--- config.mk ---
export PLATFORM = sky130hd
export DESIGN_NAME = seq_mult
export DESIGN_NICKNAME = d
export VERILOG_FILES = /design/src/rtl/picomips_pkg.sv /design/src/rtl/seq_mult.sv
export SDC_FILE = /design/constraint.sdc
export NUM_CORES = 1
export LEC_CHECK = 0
export ABC_AREA = 1
export CORE_UTILIZATION = 45
export DETAILED_ROUTE_END_ITERATION = 8
export GPL_TIMING_DRIVEN = 0
export PLACE_DENSITY_LB_ADDON = 0.25
export SYNTH_ARGS = -nofsm -noshare
export SYNTH_HDL_FRONTEND = slang
export SYNTH_SLANG_ARGS = --single-unit
--- constraint.sdc ---
create_clock -name clk -period 5.4 [get_ports clk]
set_input_delay 0.54 -clock clk [delete_from_list [all_inputs] [get_ports clk]]
set_output_delay 0.54 -clock clk [all_outputs]
set_load 0.01 [all_outputs]
--- src/rtl/picomips_pkg.sv ---
// Shared picoMIPS definitions: multiplier FSM states, widths, and sign-magnitude helpers.
package picomips_pkg;

   localparam int DATA_W     = 8;
   localparam int REG_ADDR_W = 3;

   typedef enum logic [1:0] {IDLE, RUN, DONE} mult_state_t;

   // |x| of the most negative value wraps to 2^(DATA_W-1), which is correct read as unsigned.
   function automatic logic [DATA_W-1:0] abs_op(input logic [DATA_W-1:0] x);
      return x[DATA_W-1] ? (~x + 1'b1) : x;
   endfunction

   function automatic logic [2*DATA_W-1:0] neg_acc(input logic [2*DATA_W-1:0] x);
      return ~x + 1'b1;
   endfunction

endpackage

--- src/rtl/seq_mult.sv ---
// Iterative signed shift-add multiplier: one partial product per clock, n RUN cycles,
// then a one-cycle DONE write-back; stall holds fetch from accept through the last RUN cycle.
module seq_mult
   import picomips_pkg::*;
#(
   parameter int n = DATA_W
) (
   input  logic                  clk,
   input  logic                  reset,
   input  logic                  start,
   input  logic [n-1:0]          a,
   input  logic [n-1:0]          b,
   input  logic [REG_ADDR_W-1:0] dest,
   output logic                  stall,
   output logic                  busy,
   output logic                  w,
   output logic [REG_ADDR_W-1:0] waddr,
   output logic [2*n-1:0]        prod
);

   localparam int CW = $clog2(n);

   mult_state_t     state, next_state;
   logic [n-1:0]    mcand, mplier;
   logic [2*n-1:0]  acc, acc_next;
   logic [CW-1:0]   count;
   logic            sign;
   logic            last_iter;

   assign last_iter = (count == CW'(n - 1));

   always_comb begin
      next_state = state;
      acc_next   = acc;
      if (mplier[0])
         acc_next = acc + ({{n{1'b0}}, mcand} << count);
      case (state)
         IDLE:    if (start) next_state = RUN;
         RUN:     if (last_iter) next_state = DONE;
         DONE:    next_state = IDLE;
         default: next_state = IDLE;
      endcase
   end

   always_ff @(posedge clk) begin
      if (reset) begin
         state  <= IDLE;
         mcand  <= '0;
         mplier <= '0;
         acc    <= '0;
         count  <= '0;
         sign   <= 1'b0;
         waddr  <= '0;
         prod   <= '0;
      end else begin
         state <= next_state;
         case (state)
            IDLE: if (start) begin
               mcand  <= abs_op(a);
               mplier <= abs_op(b);
               sign   <= a[n-1] ^ b[n-1];
               waddr  <= dest;
               acc    <= '0;
               count  <= '0;
            end
            RUN: begin
               acc    <= acc_next;
               mplier <= mplier >> 1;
               count  <= count + 1'b1;
               // Final partial product is folded in here so prod is ready for the DONE cycle.
               if (last_iter)
                  prod <= sign ? neg_acc(acc_next) : acc_next;
            end
            default: ;
         endcase
      end
   end

   assign stall = ((state == IDLE) && start) || (state == RUN);
   assign busy  = (state != IDLE);
   assign w     = (state == DONE) && !reset;

endmodule

After elaboration in Yosys (flattened, before gate mapping)
Cells that the tools add are included.
- flip-flop bits (word level): 57
- input bits: 22
- output and inout port bits: 22
- word-level logic and storage cells: 47
- add/subtract/negate cells: 5
- equal/unequal tests: 5
- shifts and indexed selects: 1
- mux-type cells: 13
- bitwise operators: 4
- reduce and logical (&&, ||, !) cells: 11
- operators by type and width (operator ; count):
    $mux W16 ; 3
    $pmux W16 S2 ; 1
    $mux W8 ; 3
    $add A16 B1 Y16 const B ; 1
    $add A16 B16 Y16 ; 1
    $add A8 B1 Y8 const B ; 2
    $not A16 Y16 ; 1
    $not A8 Y8 ; 2
    $pmux W8 S2 ; 1
    $shl A8 B3 Y16 ; 1
    $reduce_and A2 Y1 ; 4
    $pmux W3 S2 ; 1
    $mux W2 ; 2
    $ne A2 B2 Y1 const B ; 2
    $pmux W2 S2 ; 1
    $reduce_bool A2 Y1 ; 2
    $add A3 B1 Y3 const B ; 1
    $eq A3 B3 Y1 const B ; 1
    $mux W3 ; 1
    $eq A2 B1 Y1 const B ; 1
    $eq A2 B2 Y1 const B ; 1
    $logic_and A1 B1 Y1 ; 2
    $logic_not A2 Y1 ; 1
    $logic_not A1 Y1 ; 1
    2 further kinds ; 2

Longest topological paths before layout
Gate-level depths: netlist of the first run.
- word-level depth: 6
- depth in mapped cells: 24
- mapped depth without buffers: 24

Least setup slack after synthesis of the first run
Ideal clock, no wire load.
- path kind: register to register
- start: register count[2]
- end: register prod[10]
- library setup time: 130 ps
- data arrival time: 2658 ps
- required time: 5270 ps
- slack: 2613 ps
- cell stages (with the launch flop): 17
- path buffers: 1
- period minus slack after synthesis: 2787 ps
- path through: dfxtp_1 > clkbuf_1 > nor3_1 > ha_1 > fa_1 > o21ai_2 > ha_1 > inv_1 > nor2_1 > nand3_1 > nor2_1 > nand3_1 > nor2_2 > nand2_1 > nand2_1 > xor2_1 > a21oi_1
- word-level cells in the longest chain between the ends: 6
- elaborated cells between the ends (all ways): 8
- classes of those cells: 2 x add/sub; 1 x eq/ne; 1 x shift; 2 x mux; 1 x bitwise; 1 x reduce/logical
- RTL lines (what ; line ; RTL):
    from (decl) ; seq_mult.sv:26 ; logic [CW-1:0] count;
    from (signal assigned) ; seq_mult.sv:69 ; count <= count + 1'b1;
    $shl A8 B3 Y16 ; seq_mult.sv:36 ; acc_next = acc + ({{n{1'b0}}, mcand} << count);
    $add A16 B16 Y16 ; seq_mult.sv:36 ;
    $mux W16 ; seq_mult.sv:35 ; if (mplier[0])
    $not A16 Y16 ; picomips_pkg.sv:15 ; return ~x + 1'b1;
    $add A16 B1 Y16 ; picomips_pkg.sv:15 ;
    $mux W16 ; seq_mult.sv:72 ; prod <= sign ? neg_acc(acc_next) : acc_next;
    to (signal assigned) ; seq_mult.sv:72 ;
    to (decl) ; seq_mult.sv:18 ; output logic [2*n-1:0] prod
Several ways; a longest one is shown, not always the timed one.
A chain may end at the register's enable or synchronous reset.

Final worst setup path of the first run
- start: register count[0]
- end: register prod[14]
The elaborated chain is that of the path after synthesis.

==> impl_metrics.toml, run 1 <==
[cells_and_area]
ff_latch_area_mm2 = 0.00114
mostFrequentLayoutCells = "nand2_1, inv_1, nand3_1"
num_antenna_cells = 0
multi_input_area_mm2 = 0.00257
final_nets = 768
utilization = 0.555
drive_above_1_share = 0.0603
fill_cells = 888
syn_to_final_growth_pct = 18.5
final_common_cell = "nand2_1"

[cts]
cts_setup_buffers = 0
holdBufCountCts = 0
cts_buffer_depth = 2
cts_sinks = 57
cts_tree = "built"
clk_pin_slew_ns = 0.07
cts-buffers-inserted = 9
ctsResizeCount = 0
root_buffer = "clkbuf_8"
h-tree-depth = 3
worstSkewPairLatency_ns = 0.34

[synth]
synth-seq-cells = 57
netlist_area_mm2 = 0.00413
synth_nets = 714
synthCells = 671
synth.distinct_cells = 38
avgSynthCellArea_um2 = 6.15
ys_warn_count = 0
ys_seq_area_frac = 0.276

[floorplan]
core_area_mm2 = 0.00881
die_w_um = 97.8
io_pins = 44
start_util = 0.469
fp.dieH_um = 97.8
rows = 34
dieArea_mm2 = 0.00956

[pwr]
seqPwrFrac = 0.411
clock_power_share = 0.365
ir_worst_vdd_mv = 0.113
powerDensity_mw_per_mm2 = 223
p_comb_frac = 0.224
switching_share = 0.312
p_sw_uw = 340
p_int_uw = 750
power.leakage_uw = 0.00227

[setup_path]
slowest_stage = "dfxtp_1"
crit_start = "count[0]"
arrival_ns = 3.65
rr_worst_depth = 20
crit_path_start_kind = "flip-flop"
end_kind = "flip-flop"
endpoint = "prod[14]"
r2r_setup_slack_ns = 1.98
crit_type = "reg2reg"
critPathMaxFanout = 10
r2r_start = "count[0]"
cp.required_ns = 5.63
crit_top_cell = "nand2_1"
crit_chain = "clkbuf_1 -> nand2_1 -> o21ai_0 -> mux2i_1 -> o21ai_0 -> ha_1 -> nand2_1 -> inv_1 -> nand3_1 -> nand2_1 -> nand2_1 -> nand3_1 -> nand2_1 -> nand3_1 -> nor2_2 -> nand2_1 -> nand2_1 -> a21oi_1 -> nor2_1 -> nor2_1"
crit_path_max_incr_delay_ns = 0.47
r2r_end = "prod[14]"

[sta]
final.setup.tns_ns = 0
finalMaxSlewViolations = 0
finalHoldViolations = 0
max_freq_ghz = 0.292
skew_ns = 0.0104
whs_ns = 0.470
tightest_slew_ns = 0.696
finalCritPeriodShare = 0.633
setup_viol = 0
period_needed_ns = 3.42
relSlewSlack = 0.534
rsz0062_at_grt = "false"

[global_routing]
grt_remaining_overflow = 0
grt_pass1_vias = 4162
grt_max_degree = 11
grt_pass1_wl_um = 18700
antenna_found_initial = 0
grt_usage = 0.241

[run_status]
violations = "DRC"
status = "finished, violations left"

[drt]
drtAntennaViolNets = 0
routedWlPerCell_um = 13.2
vias_per_cell = 5.34
drt_iter0_markers = 254
routed_wirelength_um = 11100
vias = 4471
drc = 2
drt_pass1_iterations = 7

[worst_hold_path]
whs_path_depth = 2
hold_class = "reg2reg"

[placed_design]
gp_congestion = 0.916
hpwl_um = 8860
port_buffers = 43

[job]
cap_violations = 0
## routing by layer
metal	share of wire	track usage
met4	0.012	0.0571
met5	0	0
met2	0.49	0.439
met1	0.45	0.292
met3	0.047	0.0472
## synthesized netlist by cell type (all sizes together)
library cell / count / area share
a221oi: 1 / 0.0021
o21ai: 41 / 0.052
buf: 5 / 0.011
xor2: 9 / 0.019
nor4: 1 / 0.0015
nand4: 5 / 0.0076
dfxtp: 57 / 0.28
a21oi: 51 / 0.063
nor2: 53 / 0.052
nor3: 9 / 0.011
o221ai: 2 / 0.0042
or2: 9 / 0.014
and2: 1 / 0.0015
nand3b: 2 / 0.0036
clkbuf: 16 / 0.015
mux2i: 5 / 0.012
a2bb2oi: 1 / 0.0021
nand2: 224 / 0.21
nand3: 60 / 0.075
inv: 77 / 0.072
fa: 1 / 0.0048
ha: 20 / 0.061
clkinv: 4 / 0.0036
xnor2: 4 / 0.0085
o211ai: 3 / 0.0055
o31ai: 1 / 0.0018
a31oi: 9 / 0.014
## per-stage QoR
stage          worst slack [ns]  total power, uW  cells  instance area, um^2
6_report                   1.98             1090    838                 4890
5_1_grt                    1.62             1150    838                 4890
3_5_place_dp               2.05              698    822                 4690
4_1_cts                    2.02             1090    838                 4890
3_3_place_gp               2.11              692    822                 4690
2_1_floorplan              2.61              622    671                 4130
## flip-flops by register name (all words and copies together), names as in the netlist
| register | cells |
|---|---|
| state | 2 |
| mcand | 8 |
| mplier | 8 |
| count | 3 |
| waddr | 3 |
| sign | 1 |
| acc | 16 |
| prod | 16 |
## worst min-delay path by stage
stage	from	to	slack, ns
after floorplan	mplier[7]	mplier[7]	0.44
after detailed placement	mplier[7]	mplier[7]	0.46
after CTS	mplier[7]	mplier[7]	0.47
final	mplier[7]	mplier[6]	0.47
after global placement	mplier[7]	mplier[7]	0.45
after global routing	mplier[7]	mplier[7]	0.51
## power by group through the flow
stage | combinational [uW] | clock (uW) | sequential [uW]
final | 244 | 398 | 448
after global routing | 274 | 425 | 449
after CTS | 243 | 401 | 447
after detailed placement | 242 | 0 | 457
after global placement | 236 | 0 | 456
after floorplan | 168 | 0 | 454
## worst max-delay path: cells and delay by family, from the launching register on
family	cells	cell delay [ns]
AO/OA/AOI/OAI	3	0.58
adder cells (fa/ha/maj)	1	0.37
buffers and inverters	2	0.41
flip-flops	1	0.47
multiplexers	1	0.13
AND/OR/NAND/NOR	13	1.35
## area by class of cell
cell class / instances / area share
inverters: 81 / 0.0637
multi-input cells: 512 / 0.525
clock buffers: 11 / 0.0289
flip-flops and latches: 57 / 0.233
well taps: 108 / 0.0276
plain buffers: 21 / 0.0217
repair buffers: 43 / 0.0880
clock inverters: 5 / 0.0113
## cell families (layout without fill, tap and decap cells)
family          count (synthesis)  count (layout)  share of synthesized area
compound gates                109             109                      0.144
xor+xnor                       13              13                     0.0276
fa+ha+maj                      21              21                     0.0655
buf+inv                       102             161                      0.101
flops                          57              57                      0.276
mux                             5               5                     0.0121
simple gates                  364             364                      0.374
No activity file was read; power rests on OpenSTA's default activity.
==> run 2: changes to the inputs <==
==> constraint.sdc (replaced) <==
create_clock -name clk -period 3.3 [get_ports clk]
set_input_delay 0.33 -clock clk [delete_from_list [all_inputs] [get_ports clk]]
set_output_delay 0.33 -clock clk [all_outputs]
set_load 0.01 [all_outputs]
==> impl_metrics.toml, run 2 (synthesis results as in run 1) <==
[run_status]
status = "finished, violations left"
violations = "DRC"

[sta]
final.setup.tns_ns = 0
period_needed_ns = 3.05
setup_viol = 0
finalMaxSlewViolations = 0
rsz0062_at_grt = "true"
max_freq_ghz = 0.328
timing.final.ws_setup_ns = 0.249
relSlewSlack = 0.532
tightest_slew_ns = 0.699
whs_ns = 0.470
skew_ns = 0.0109
finalCritPeriodShare = 0.924
finalHoldViolations = 0

[cells_and_area]
reg.largest.list = "acc: 16 flops, prod: 16 flops"
drive_above_1_share = 0.0935
num_antenna_cells = 0
final_common_cell = "nand2_1"
mostFrequentLayoutCells = "nand2_1, inv_1, nand3_1"
final_nets = 776
fill_cells = 879
syn_to_final_growth_pct = 21.4
utilization = 0.569

[setup_path]
critPathMaxFanout = 7
crit_path_start_kind = "flip-flop"
slowest_stage = "dfxtp_4"
rr_worst_depth = 19
cp.required_ns = 3.53
end_kind = "flip-flop"
crit_chain = "inv_2 -> o21ai_0 -> o21ai_1 -> mux2i_1 -> ha_1 -> nand2_1 -> inv_1 -> a21oi_1 -> nand2_1 -> nand2_1 -> nand3_1 -> nand2_2 -> nand2_1 -> nor2_4 -> nand2_2 -> nand2_4 -> a21oi_1 -> o21ai_1 -> inv_1"
crit_type = "reg2reg"
arrival_ns = 3.28
crit_top_cell = "nand2_1"
crit_path_max_incr_delay_ns = 0.39

[job]
cap_violations = 0

[drt]
drc = 2
drtAntennaViolNets = 0
drt_pass1_iterations = 7
vias_per_cell = 5.34
routed_wirelength_um = 11300
drt_iter0_markers = 221
routedWlPerCell_um = 13.4
vias = 4517

[cts]
worstSkewPairLatency_ns = 0.34
cts_tree = "built"
cts-buffers-inserted = 9
root_buffer = "clkbuf_8"
cts_sinks = 57
clk_pin_slew_ns = 0.07
cts_buffer_depth = 2
holdBufCountCts = 0
h-tree-depth = 3

[global_routing]
grt_pass1_wl_um = 18700
antenna_found_initial = 0
grt_max_degree = 11
grt_remaining_overflow = 0
grt_usage = 0.241
grt_pass1_vias = 4156

[pwr]
p_comb_frac = 0.234
ir_worst_vdd_mv = 0.184
switching_share = 0.313
power.leakage_uw = 0.00233
power_uw = 1810
clock_power_share = 0.361
p_sw_uw = 567
p_int_uw = 1240
powerDensity_mw_per_mm2 = 361
seqPwrFrac = 0.406

[worst_hold_path]
hold_class = "reg2reg"
whs_path_depth = 2

[floorplan]
core_area_mm2 = 0.00881
die_w_um = 97.8
dieArea_mm2 = 0.00956
rows = 34
start_util = 0.469
fp.dieH_um = 97.8
io_pins = 44

[placed_design]
hpwl_um = 8860
dp_slack_ns = -0.0548
port_buffers = 43
gp_congestion = 0.916
run 2: cell types whose count changed in the layout (fill, tap and decap cells not counted), sizes merged:
cell / change
buf: +9
clkbuf: -2
clkinvlp: +2
clkinv: -1
run 2: metal layers:
layer | routed length [um] | global-route usage | up-vias
met5 | 0 | 0 | -
met4 | 175 | 0.0548 | 0
met3 | 574 | 0.0444 | 19
met2 | 5550 | 0.440 | 120
met1 | 5050 | 0.294 | 2084
li1 | - | - | 2294
run 2: cell type report:
| cell class | instances | area (um^2) | share of cell area |
|---|---|---|---|
| Clock buffer | 11 | 141 | 0.0282 |
| Sequential cell | 57 | 1150 | 0.229 |
| Buffer | 21 | 115 | 0.0230 |
| Tap cell | 108 | 135 | 0.0270 |
| Inverter | 81 | 315 | 0.0629 |
| Timing Repair inverter | 1 | 5.00 | 0.000998 |
| Clock inverter | 5 | 55.1 | 0.0110 |
| Timing Repair Buffer | 50 | 483 | 0.0963 |
| Multi-Input combinational cell | 512 | 2620 | 0.522 |
run 2: path summary, 6_finish.rpt:
kind / startpoint / end / slack (ns)
min reg2reg: mplier[7] / mplier[6] / 0.47
max: count[0] / prod[13] / 0.25
min: mplier[7] / mplier[6] / 0.47
max reg2reg: count[0] / prod[13] / 0.25
run 2: per-stage QoR:
| step | instance area [um^2] | std cells |
|---|---|---|
| finish | 5010 | 846 |
| global route | 5010 | 846 |
| CTS | 4900 | 838 |
| detailed placement | 4690 | 822 |
| global placement | 4690 | 822 |
| floorplan | 4130 | 671 |
run 2: critical path: cells and delay by family, from the launching register on:
kind                       cells  cell delay (ns)
AOI/OAI and AO/OA              5             0.80
DFF                            1             0.39
adders and majority gates      1             0.33
buffers and inverters          3             0.18
muxes                          1             0.26
and+or+nand+nor                9             0.96
run 2: what timing repair did:
item                                    4_1_cts  5_1_grt
buffers inserted                              0        7
endpoints found under the setup margin        6       10
pin swaps                                     0        8
gates resized for setup                       3       30
gates cloned                                  0        1
run 2: power groups by stage:
stage	Clock (uW)	Combinational [uW]	Sequential, uW
after floorplan	0	275	743
after global placement	0	386	746
after detailed placement	0	395	747
after CTS	656	399	732
after global routing	695	471	737
final	653	422	734
